--- src/rtl/game_state_controller.sv ---
// Match sequencer: idle -> countdown -> fight -> result -> idle, paced by a one-second prescaler.
// state      | meaning
// IDLE       | waiting for start, health held at max
// COUNTDOWN  | pre-fight countdown, hits and start ignored
// FIGHT      | hits reduce health, round timer runs
// P1/P2/EQ   | result held for RESULT_SEC seconds or until start
module game_state_controller #(
    parameter int TICKS_PER_SEC = 50000000,
    parameter int COUNTDOWN_SEC = 3,
    parameter int FIGHT_SEC     = 99,
    parameter int MAX_HEALTH    = 3,
    parameter int RESULT_SEC    = 5
) (
    input  logic       clk,
    input  logic       rst,
    input  logic       start,
    input  logic       p1_hit,
    input  logic       p2_hit,
    output logic [2:0] game_state,
    output logic [2:0] p1_health,
    output logic [2:0] p2_health,
    output logic [3:0] countdown,
    output logic [6:0] round_time,
    output logic       sec_tick
);
    localparam int PW = (TICKS_PER_SEC > 1) ? $clog2(TICKS_PER_SEC) : 1;

    localparam logic [2:0] ST_IDLE      = 3'd0;
    localparam logic [2:0] ST_COUNTDOWN = 3'd1;
    localparam logic [2:0] ST_FIGHT     = 3'd2;
    localparam logic [2:0] ST_P1_WIN    = 3'd3;
    localparam logic [2:0] ST_P2_WIN    = 3'd4;
    localparam logic [2:0] ST_EQ        = 3'd5;

    localparam logic [2:0] HMAX = 3'(MAX_HEALTH);

    logic [2:0]    state_q, state_d;
    logic [PW-1:0] presc_q, presc_d;
    logic [3:0]    res_cnt_q, res_cnt_d;
    logic [2:0]    p1_q, p1_d, p2_q, p2_d;
    logic [3:0]    cd_q, cd_d;
    logic [6:0]    rt_q, rt_d;
    logic          tick_q;
    logic          tick_w;
    logic [2:0]    p1_dec, p2_dec;
    logic [6:0]    rt_dec;

    assign tick_w = (presc_q == PW'(TICKS_PER_SEC - 1));

    // Post-hit, post-tick fight values; exit decisions are made on these
    assign p1_dec = (p1_hit && p1_q != 3'd0) ? p1_q - 3'd1 : p1_q;
    assign p2_dec = (p2_hit && p2_q != 3'd0) ? p2_q - 3'd1 : p2_q;
    assign rt_dec = (tick_w && rt_q != 7'd0) ? rt_q - 7'd1 : rt_q;

    always_ff @(posedge clk) begin
        if (rst) state_q <= ST_IDLE;
        else     state_q <= state_d;
    end

    always_comb begin
        state_d = state_q;
        case (state_q)
            ST_IDLE: if (start) state_d = ST_COUNTDOWN;
            ST_COUNTDOWN: if (tick_w && cd_q <= 4'd1) state_d = ST_FIGHT;
            ST_FIGHT: begin
                if (p1_dec == 3'd0 && p2_dec == 3'd0) state_d = ST_EQ;
                else if (p2_dec == 3'd0)              state_d = ST_P1_WIN;
                else if (p1_dec == 3'd0)              state_d = ST_P2_WIN;
                else if (rt_dec == 7'd0) begin
                    if (p1_dec > p2_dec)      state_d = ST_P1_WIN;
                    else if (p2_dec > p1_dec) state_d = ST_P2_WIN;
                    else                      state_d = ST_EQ;
                end
            end
            ST_P1_WIN, ST_P2_WIN, ST_EQ:
                if (start || (tick_w && res_cnt_q == 4'(RESULT_SEC - 1))) state_d = ST_IDLE;
            default: state_d = ST_IDLE;
        endcase
    end

    always_comb begin
        presc_d   = tick_w ? '0 : presc_q + 1'b1;
        res_cnt_d = res_cnt_q;
        p1_d      = p1_q;
        p2_d      = p2_q;
        cd_d      = cd_q;
        rt_d      = rt_q;
        case (state_q)
            ST_IDLE: begin
                p1_d = HMAX;
                p2_d = HMAX;
                cd_d = start ? 4'(COUNTDOWN_SEC) : 4'd0;
            end
            ST_COUNTDOWN: begin
                if (tick_w) cd_d = cd_q - 4'd1;
                if (state_d == ST_FIGHT) begin
                    cd_d = 4'd0;
                    rt_d = 7'(FIGHT_SEC);
                end
            end
            ST_FIGHT: begin
                p1_d = p1_dec;
                p2_d = p2_dec;
                rt_d = rt_dec;
            end
            ST_P1_WIN, ST_P2_WIN, ST_EQ: begin
                if (tick_w) res_cnt_d = res_cnt_q + 4'd1;
                if (state_d == ST_IDLE) begin
                    p1_d = HMAX;
                    p2_d = HMAX;
                    rt_d = 7'd0;
                end
            end
            default: begin
                p1_d = HMAX;
                p2_d = HMAX;
                cd_d = 4'd0;
                rt_d = 7'd0;
            end
        endcase
        // Every state starts with a full-length first second
        if (state_d != state_q) begin
            presc_d   = '0;
            res_cnt_d = 4'd0;
        end
    end

    always_ff @(posedge clk) begin
        if (rst) begin
            presc_q   <= '0;
            res_cnt_q <= 4'd0;
            p1_q      <= HMAX;
            p2_q      <= HMAX;
            cd_q      <= 4'd0;
            rt_q      <= 7'd0;
            tick_q    <= 1'b0;
        end else begin
            presc_q   <= presc_d;
            res_cnt_q <= res_cnt_d;
            p1_q      <= p1_d;
            p2_q      <= p2_d;
            cd_q      <= cd_d;
            rt_q      <= rt_d;
            tick_q    <= tick_w;
        end
    end

    assign game_state = state_q;
    assign p1_health  = p1_q;
    assign p2_health  = p2_q;
    assign countdown  = cd_q;
    assign round_time = rt_q;
    assign sec_tick   = tick_q;
endmodule
--- config.mk ---
export PLATFORM = sky130hd
export DESIGN_NAME = game_state_controller
export DESIGN_NICKNAME = d
export VERILOG_FILES = /design/src/rtl/game_state_controller.sv
export SDC_FILE = /design/constraint.sdc
export NUM_CORES = 1
export LEC_CHECK = 0
export CORE_ASPECT_RATIO = 1.1
export CORE_MARGIN = 4
export CORE_UTILIZATION = 40
export DETAILED_ROUTE_END_ITERATION = 8
export PLACE_DENSITY = 0.6
export SLEW_MARGIN = 40
export SYNTH_ARGS = -nofsm -noshare
export SYNTH_HDL_FRONTEND = slang
export SYNTH_SLANG_ARGS = --single-unit
--- constraint.sdc ---
create_clock -name clk -period 3.2 [get_ports clk]
set_input_delay 0.48 -clock clk [delete_from_list [all_inputs] [get_ports clk]]
set_output_delay 0.48 -clock clk [all_outputs]
set_load 0.03 [all_outputs]
---- Yosys cells after proc, flatten, opt, wreduce, memory -nomap -nowiden ----
Cells that the tools add are included.
operators by class
  add/sub/neg operators ................... 6
  $mul .................................... 0
  div/mod/pow operators ................... 0
  order comparisons ....................... 3
  eq/ne operators ......................... 12
  shift operators ......................... 0
  muxes and demuxes ....................... 23
  bitwise gates (word level) .............. 3
  reductions and logical operators ........ 23
operators by type and width
  cell                                                 count
  2-to-1 mux 3 bit                                     11
  case mux 7 bit (4 select lines)                      1
  adder 26 x 1 -> 26 bit, second input constant        1
  equality test 26 bit, second input constant          1
  2-to-1 mux 7 bit                                     3
  case mux 3 bit (3 select lines)                      2
  zero test 3 bit                                      4
  case mux 3 bit (4 select lines)                      1
  case mux 4 bit (3 select lines)                      1
  equality test 3 x 2 -> 1 bit, second input constant  3
  2-to-1 mux 4 bit                                     2
  zero test 7 bit                                      1
  nonzero test 7 bit                                   1
  subtractor 7 x 1 -> 7 bit, second input constant     1
  equality test 3 bit, second input constant           2
  greater-than comparator 3 bit                        2
  logical AND 1 bit                                    6
  AND reduction 2 bit                                  3
  nonzero test 3 bit                                   2
  OR reduction 3 bit                                   2
  subtractor 3 x 1 -> 3 bit, second input constant     2
  adder 4 x 1 -> 4 bit, second input constant          1
  equality test 4 x 3 -> 1 bit, second input constant  1
  <= comparator 4 x 1 -> 1 bit, second input constant  1
  12 further kinds                                     15
storage, ports and cells
  register bits after elaboration ......... 51
  bits in latches ......................... 0
  bits in writable memories ............... 0
  memory bits (read-only) ................. 0
  bits of input ports ..................... 5
  output and inout bits ................... 21
  word-level logic and storage cells ...... 78
  memories kept ........................... 0

---- Logic depth before layout (Yosys ltp) ----
Gate-level depths: netlist of run 1.
  depth after elaboration ................. 14
  depth in mapped cells ................... 15
  depth with buffers taken out ............ 14

---- Least setup slack after synthesis of run 1 ----
OpenSTA, ideal clock, no wires.
  path type ............................... register to register
  start ................................... reg p2_q[0] (netlist: p2_health[0])
  end ..................................... reg presc_q[24]
  library setup time ...................... 0.144 ns
  data arrival time ....................... 2.949 ns
  required time ........................... 3.056 ns
  slack ................................... 0.107 ns
  stages on the path, launching flop included .. 16
  path buffers ............................ 1
  period minus slack after synthesis ...... 3.093 ns
  cell sequence ........................... dfxtp_1 -> inv_1 -> ha_1 -> nor2b_1 -> nor2_1 -> nor2_1 -> a21oi_1 -> ha_1 -> nor2b_1 -> o21a_1 -> o21ai_0 -> nor3b_1 -> nand4b_2 -> nand3_2 -> buf_6 -> nor4_2
on the way
  cells in the longest elaborated chain, start to end .. 13
  elaborated cells on any way between the ends .. 17
  classes of those cells .................. add/sub (1); order compare (2); eq/ne (1); mux (8); reduce/logical (5)
ends and longest elaborated chain
  item                                                                               RTL line  text
  start: declaration                                                                 40        logic [2:0] p1_q, p1_d, p2_q, p2_d;
  start signal: assignment                                                           141       p2_q <= p2_d;
  parallel branches: the longest is 2 deep, another holds subtractor 3 x 1 -> 3 bit  --
  2-to-1 mux 3 bit (*)                                                               52        assign p2_dec = (p2_hit && p2_q != 3'd0) ? p2_q - 3'd1 : p2_q;
  greater-than comparator 3 bit                                                      71        else if (p2_dec > p1_dec) state_d = ST_P2_WIN;
  2-to-1 mux 1 bit                                                                   71
  2-to-1 mux 3 bit                                                                   70        if (p1_dec > p2_dec) state_d = ST_P1_WIN;
  2-to-1 mux 3 bit                                                                   69        else if (rt_dec == 7'd0) begin
  2-to-1 mux 3 bit                                                                   68        else if (p1_dec == 3'd0) state_d = ST_P2_WIN;
  2-to-1 mux 3 bit                                                                   67        else if (p2_dec == 3'd0) state_d = ST_P1_WIN;
  2-to-1 mux 3 bit (*)                                                               66        if (p1_dec == 3'd0 && p2_dec == 3'd0) state_d = ST_EQ;
  case mux 3 bit (4 select lines) (*)                                                62        case (state_q)
  != test 3 bit (*)                                                                  122       if (state_d != state_q) begin
  OR reduction 3 bit (no line) (*)                                                   --
  end signal: assignment                                                             138       presc_q <= presc_d;
  end: declaration                                                                   38        logic [PW-1:0] presc_q, presc_d;
Mark *: on every way between the ends.
A chain may end at the register's enable or synchronous reset.

---- Final worst setup path of run 1 ----
  start ................................... reg p1_q[1] (netlist: p1_health[1])
  end ..................................... reg presc_q[25]
on the way
  cells in the longest elaborated chain, start to end .. 13
  elaborated cells on any way between the ends .. 17
  classes of those cells .................. add/sub (1); order compare (2); eq/ne (1); mux (8); reduce/logical (5)
ends and longest elaborated chain
  item                                                                               RTL line  text
  start: declaration                                                                 40
  start signal: assignment                                                           140       p1_q <= p1_d;
  parallel branches: the longest is 2 deep, another holds subtractor 3 x 1 -> 3 bit  --
  2-to-1 mux 3 bit (*)                                                               51        assign p1_dec = (p1_hit && p1_q != 3'd0) ? p1_q - 3'd1 : p1_q;
  greater-than comparator 3 bit                                                      71
  2-to-1 mux 1 bit                                                                   71
  2-to-1 mux 3 bit                                                                   70
  2-to-1 mux 3 bit                                                                   69
  2-to-1 mux 3 bit                                                                   68
  2-to-1 mux 3 bit                                                                   67
  2-to-1 mux 3 bit (*)                                                               66
  case mux 3 bit (4 select lines) (*)                                                62
  != test 3 bit (*)                                                                  122
  OR reduction 3 bit (no line) (*)                                                   --
Marks and branches as above.

==> metrics.txt, run 1 <==
Nets=roughly 430; Crit Path Category=reg2reg; post-route clock period utilization=0.914; worst relative slew slack=0.484; H-tree Lvls=2; synthesized area=about 0.0034 mm^2; Post-CTS Setup Repair Bufs=0; All-Layer GR Usage=0.165; predominant post-synthesis flop cell=dfxtp_1; initial DRC count=110; Seq/Total Area, Yosys=0.302; worst min path class=reg2reg; Yosys top cell by area=dfxtp_1; status=completed; DR vias/cell=around 5.6; pin slew with the least headroom to its limit=a little under 0.8 ns; R2R Setup Slk=~0.27 ns; Critical Path Source Type=register; routability congestion estimate=approximately 0.89; Synth area leaders=dfxtp_1 30%, nor4_2 11%, ha_1 4.8%; # clock sinks=51; vias=about 2900; Critical Path Sink Type=register; first-pass GRT wire length=around 14 mm; required time worst endpoint=between 3 and 4 ns; pre-CTS setup slack=-0.00164 ns; most frequent cells in the layout=51 x dfxtp_1, 34 x nor2_1, 29 x nor4_2; P_leak=about 1.3 nW; fin. max-slew vios=0; area grow syn2layout=14.5%; clk buf depth=2; Cells after Synth=~380; CP max FO=18; post-synthesis async set-or-reset flop share=0; hold_sp=p2_health[2]; VDD IR max=between 200 and 250 uV; unrepaired setup endpoints after global routing=false; post-detail-place hpwl=5.58 mm; ANT nets after route=0; largest net degree at the start of global routing=31; commonest non-fill, non-tap cell in the layout=dfxtp_1; Setup WS post-layout=between 0.2 and 0.3 ns; Post-synth EDFFs=0; # rows=34; synthesized flop and latch total=between 50 and 60; max cap viols=0; Ant. Diodes=0; Congestion Overflow GR=0; Max Clock Freq=~0.34 GHz; fin crit period=between 2 and 3 ns; initial core utilization=0.418; Yosys cell types=between 60 and 70; die width=~96 um; fraction of layout cells with a size suffix above 1=0.174; Top-Level Pins=26; WL/cell=~15 um; initial antenna violation count=0; post-synth net total=between 400 and 500; Pwr Density=321 mW/mm^2; Root Driver=clkbuf_8; top-area cell type share of the netlist area=0.302; Final Hold Viols=0; Setup crit start=p1_health[1]; final setup fails=0; CTS tree=yes; CP arrival=about 3.1 ns; Reg2Reg Launch Point=p1_health[1]; final WL=between 7 and 8 mm; Die Ht=104 um; vias in the first global route=about 2900; Port Buffer Count=25; hold-fix buffers at CTS=0; post-synthesis average cell area=approximately 8.8 um^2; die area=between 0.009 and 0.01 mm^2; Worst-Skew Late Latency=between 0.3 and 0.4 ns; clk slew on worst S/H paths=0.11 ns; Worst Clk Skew=roughly 0.010 ns; drt pass-1 iters=4; Ys Warns=0; detailed-route DRC error count=0; CTS buffer count=5; post_cts resized=0; setup TNS=0 ns; core area=0.00808 mm^2
## critical path, stage by stage, from the launching register on
cell      delay, ns
dfxtp_1        0.44
inv_1          0.09
ha_1           0.20
nand2b_1       0.13
and2_1         0.19
nand2_1        0.06
o21ai_1        0.14
ha_1           0.28
nor2b_1        0.13
o21a_1         0.17
o21ai_1        0.16
nor3b_2        0.22
nand4b_2       0.16
nand3_2        0.16
buf_12         0.19
nor4_2         0.06
## flip-flops by register name, indices dropped and copies added, names as in the netlist
name / flops
presc_q: 26
countdown: 4
p2_health: 3
sec_tick: 1
res_cnt_q: 4
game_state: 3
round_time: 7
p1_health: 3
## stage by stage
stage,cells,hold slack [ns],cell area (um^2),util,power (W)
2_1_floorplan,383,0.532,3380,-,0.000800
4_1_cts,517,0.509,3860,0.478,0.00126
6_report,517,0.503,3870,0.479,0.00124
5_1_grt,517,0.561,3870,0.479,0.00131
3_5_place_dp,509,0.492,3770,0.466,0.000856
3_3_place_gp,509,0.488,3770,0.466,0.000855
## cell families (layout without fill, tap and decap cells)
| logic type | after synthesis | after routing | synth area share |
|---|---|---|---|
| AOI/OAI and AO/OA | 76 | 76 | 0.158 |
| buffers and inverters | 43 | 69 | 0.0641 |
| xor gates and xnor gates | 31 | 31 | 0.0804 |
| muxes | 4 | 4 | 0.0122 |
| and+or+nand+nor | 165 | 165 | 0.335 |
| adders and majority gates | 13 | 13 | 0.0481 |
| DFF | 51 | 51 | 0.302 |
## final cells by class
| cell class | count | area, um^2 |
|---|---|---|
| Clock inverter | 3 | 26.3 |
| Clock buffer | 5 | 68.8 |
| Multi-Input combinational cell | 289 | 2150 |
| Fill cell | 801 | 4210 |
| Timing Repair Buffer | 38 | 385 |
| Sequential cell | 51 | 1020 |
| Tap cell | 108 | 135 |
| Inverter | 23 | 86.3 |
## per-layer routing
metal,wire length (um),part of all wire,vias to the layer above,track usage
li1,-,-,1447,-
met1,3510,0.46,1368,0.214
met2,3800,0.49,65,0.282
met3,286,0.037,8,0.0289
met4,83,0.011,0,0.0335
met5,0,0,-,0
## cell usage after synthesis, types with 6 or more instances
cell / instances
nand3_1: 17
nor2_1: 34
buf_6: 6
inv_1: 23
ha_1: 13
clkbuf_1: 7
nand4_1: 8
dfxtp_1: 51
nor4_2: 29
nand2_1: 23
nor3_1: 12
xnor2_1: 17
o21ai_0: 15
a21oi_1: 16
xor2_1: 14
## path summary, 6_finish.rpt
| kind | endpoint | cells past startpoint |
|---|---|---|
| worst max-delay path | presc_q[25] | 15 |
| worst min-delay path | p2_health[2] | 2 |
| worst max register to register | presc_q[25] | 15 |
| worst min register to register | p2_health[2] | 2 |
## power breakdown
part / internal, W / switching, W / total, W
clock network: 0.000162 / 0.000238 / 0.000400
logic: 0.0000712 / 0.000116 / 0.000187
registers: 0.000643 / 0.0000126 / 0.000656
No activity file was read; power rests on OpenSTA's default activity.
==> run 2, diff against run 1 <==
- SETUP_SLACK_MARGIN: not set -> 0.4
==> metrics.txt, run 2 (synthesis results as in run 1) <==
Max Clock Freq=0.357 GHz (was 0.342 GHz); CTS tree=yes (unchanged); vias in the first global route=2841 (was 2851); most frequent cells in the layout=47 x dfxtp_1, 30 x nor2_1, 30 x buf_4 (was 51 x dfxtp_1, 34 x nor2_1, 29 x nor4_2); clk buf depth=2 (unchanged); area grow syn2layout=28.9% (was 14.5%); largest net degree at the start of global routing=28 (was 31); All-Layer GR Usage=0.170 (was 0.165); commonest non-fill, non-tap cell in the layout=dfxtp_1 (unchanged); Die Ht=104 um (unchanged); max reg flops=26 (unchanged); required time worst endpoint=3.43 ns (was 3.38 ns); die width=95.6 um (unchanged); detailed-route DRC error count=0 (unchanged); WL/cell=15.6 um (was 14.9 um); overall power=0.00131 W (was 0.00124 W); pin slew with the least headroom to its limit=0.816 ns (was 0.773 ns); Final Hold Viols=0 (unchanged); most flop-heavy register=presc_q (unchanged); drt pass-1 iters=4 (unchanged); crit path to=presc_q[4] (was presc_q[25]); CP arrival=3.03 ns (was 3.10 ns); Critical Path Source Type=primary input (was register); fin. max-slew vios=0 (unchanged); Worst-Skew Late Latency=0.31 ns (about the same); vias=3039 (was 2888); Setup crit start=p1_hit (was p1_health[1]); die area=0.00998 mm^2 (unchanged); CP max FO=6 (was 18); initial antenna violation count=0 (unchanged); final WL=8.48 mm (was 7.68 mm); Congestion Overflow GR=0 (unchanged); initial core utilization=0.418 (unchanged); Top-Level Pins=26 (unchanged); R2R Setup Slk=0.41 ns (was 0.27 ns); post-route clock period utilization=0.875 (was 0.914); post-detail-place hpwl=5.56 mm (was 5.58 mm); Pwr Density=300 mW/mm^2 (was 321 mW/mm^2); Critical Path Sink Type=register (unchanged); end of the worst register-to-register path=presc_q[4] (was presc_q[25]); DR vias/cell=5.60 (was 5.59); max cap viols=0 (unchanged); fraction of layout cells with a size suffix above 1=0.280 (was 0.174); # clock sinks=51 (unchanged); VDD IR max=200 uV (was 204 uV); Port Buffer Count=25 (unchanged); hold-fix buffers at CTS=0 (unchanged); Ant. Diodes=0 (unchanged); fin crit period=2.80 ns (was 2.93 ns); Worst Clk Skew=0.0107 ns (was 0.0104 ns); worst min path class=reg2reg (unchanged); H-tree Lvls=2 (unchanged); worst relative slew slack=0.456 (was 0.484); Root Driver=clkbuf_8 (unchanged); clk slew on worst S/H paths=0.10 ns (was 0.11 ns); Crit Path Category=in2reg (was reg2reg); unrepaired setup endpoints after global routing=true (was false); CTS buffer count=5 (unchanged); Reg2Reg Launch Point=p1_health[1] (unchanged); status=completed (unchanged); core area=0.00808 mm^2 (unchanged); routability congestion estimate=0.869 (was 0.888); P_leak=1.46 nW (was 1.28 nW); final setup fails=0 (unchanged); # rows=34 (unchanged); ANT nets after route=0 (unchanged); setup TNS=0 ns (unchanged); Nets=452 (was 426); first-pass GRT wire length=13.9 mm (was 13.6 mm); initial DRC count=145 (was 110); cells on worst reg2reg path=13 (was 15)
[run 2: worst max-delay path, stage by stage]
cell             delay [ns]
clkdlybuf4s50_1        0.42
buf_4                  0.16
nand2_1                0.07
mux2i_1                0.39
a21boi_0               0.58
nor3b_4                0.11
nand4b_4               0.14
nand3_4                0.15
buf_12                 0.21
buf_16                 0.14
nor4_2                 0.19
[run 2: where the power goes]
group | switching (W) | internal [W] | leakage [nW]
sequential | 0.0000131 | 0.000640 | 0.412
clock | 0.000233 | 0.000177 | 0.0474
combinational | 0.000135 | 0.000108 | 1.00
total | 0.000381 | 0.000925 | 1.46
[run 2: repair_timing]
item / CTS / global route
setup buffers: 10 / 14
endpoints found under the setup margin: 37 / 42
cloned: 3 / 0
resized for setup: 17 / 29
pin swaps: 4 / 16
hold endpoints to repair: 0 / 0
[run 2: cell type report]
cell class / count / area (um^2)
fill: 755 / 3730
multi-input combinational: 289 / 2310
sequential: 51 / 1040
timing repair buffer: 64 / 677
tap: 108 / 135
inverter: 23 / 93.8
clock buffer: 6 / 82.6
clock inverter: 2 / 16.3
[run 2: worst min path at each step]
stage	startpoint	endpoint	slack (ns)	cells past startpoint
after CTS	p1_health[2]	p1_health[2]	0.52	2
after global routing	p1_health[0]	p1_health[0]	0.55	1
after floorplan	presc_q[15]	presc_q[15]	0.53	2
after global placement	p1_health[2]	p1_health[2]	0.49	2
after detailed placement	p2_health[1]	p2_health[1]	0.49	1
final	p1_health[0]	p1_health[0]	0.53	1
[run 2: metal layers]
layer	up-vias	part of all wire	routed length, um	GRT usage
met4	0	0.0073	62	0.0325
met1	1475	0.46	3920	0.231
met5	-	0	0	0
met2	58	0.51	4310	0.282
met3	7	0.023	198	0.0289
li1	1499	-	-	-
[run 2: metrics by stage]
| step | cells | area (um^2) | util | hold slack, ns | worst slack, ns |
|---|---|---|---|---|---|
| after CTS | 529 | 4100 | 0.507 | 0.520 | 0.403 |
| after detailed placement | 508 | 3770 | 0.467 | 0.489 | -0.0343 |
| after global routing | 543 | 4360 | 0.539 | 0.551 | 0.284 |
| final | 543 | 4360 | 0.539 | 0.526 | 0.401 |
| after floorplan | 383 | 3390 | - | 0.532 | 0.401 |
| after global placement | 508 | 3770 | 0.467 | 0.487 | 0.0348 |
==> run 3, diff against run 2 <==
- SETUP_SLACK_MARGIN: 0.4 -> not set
==> results of run 3 <==
No change in the layout: final DEF, timing and power equal those of run 1.
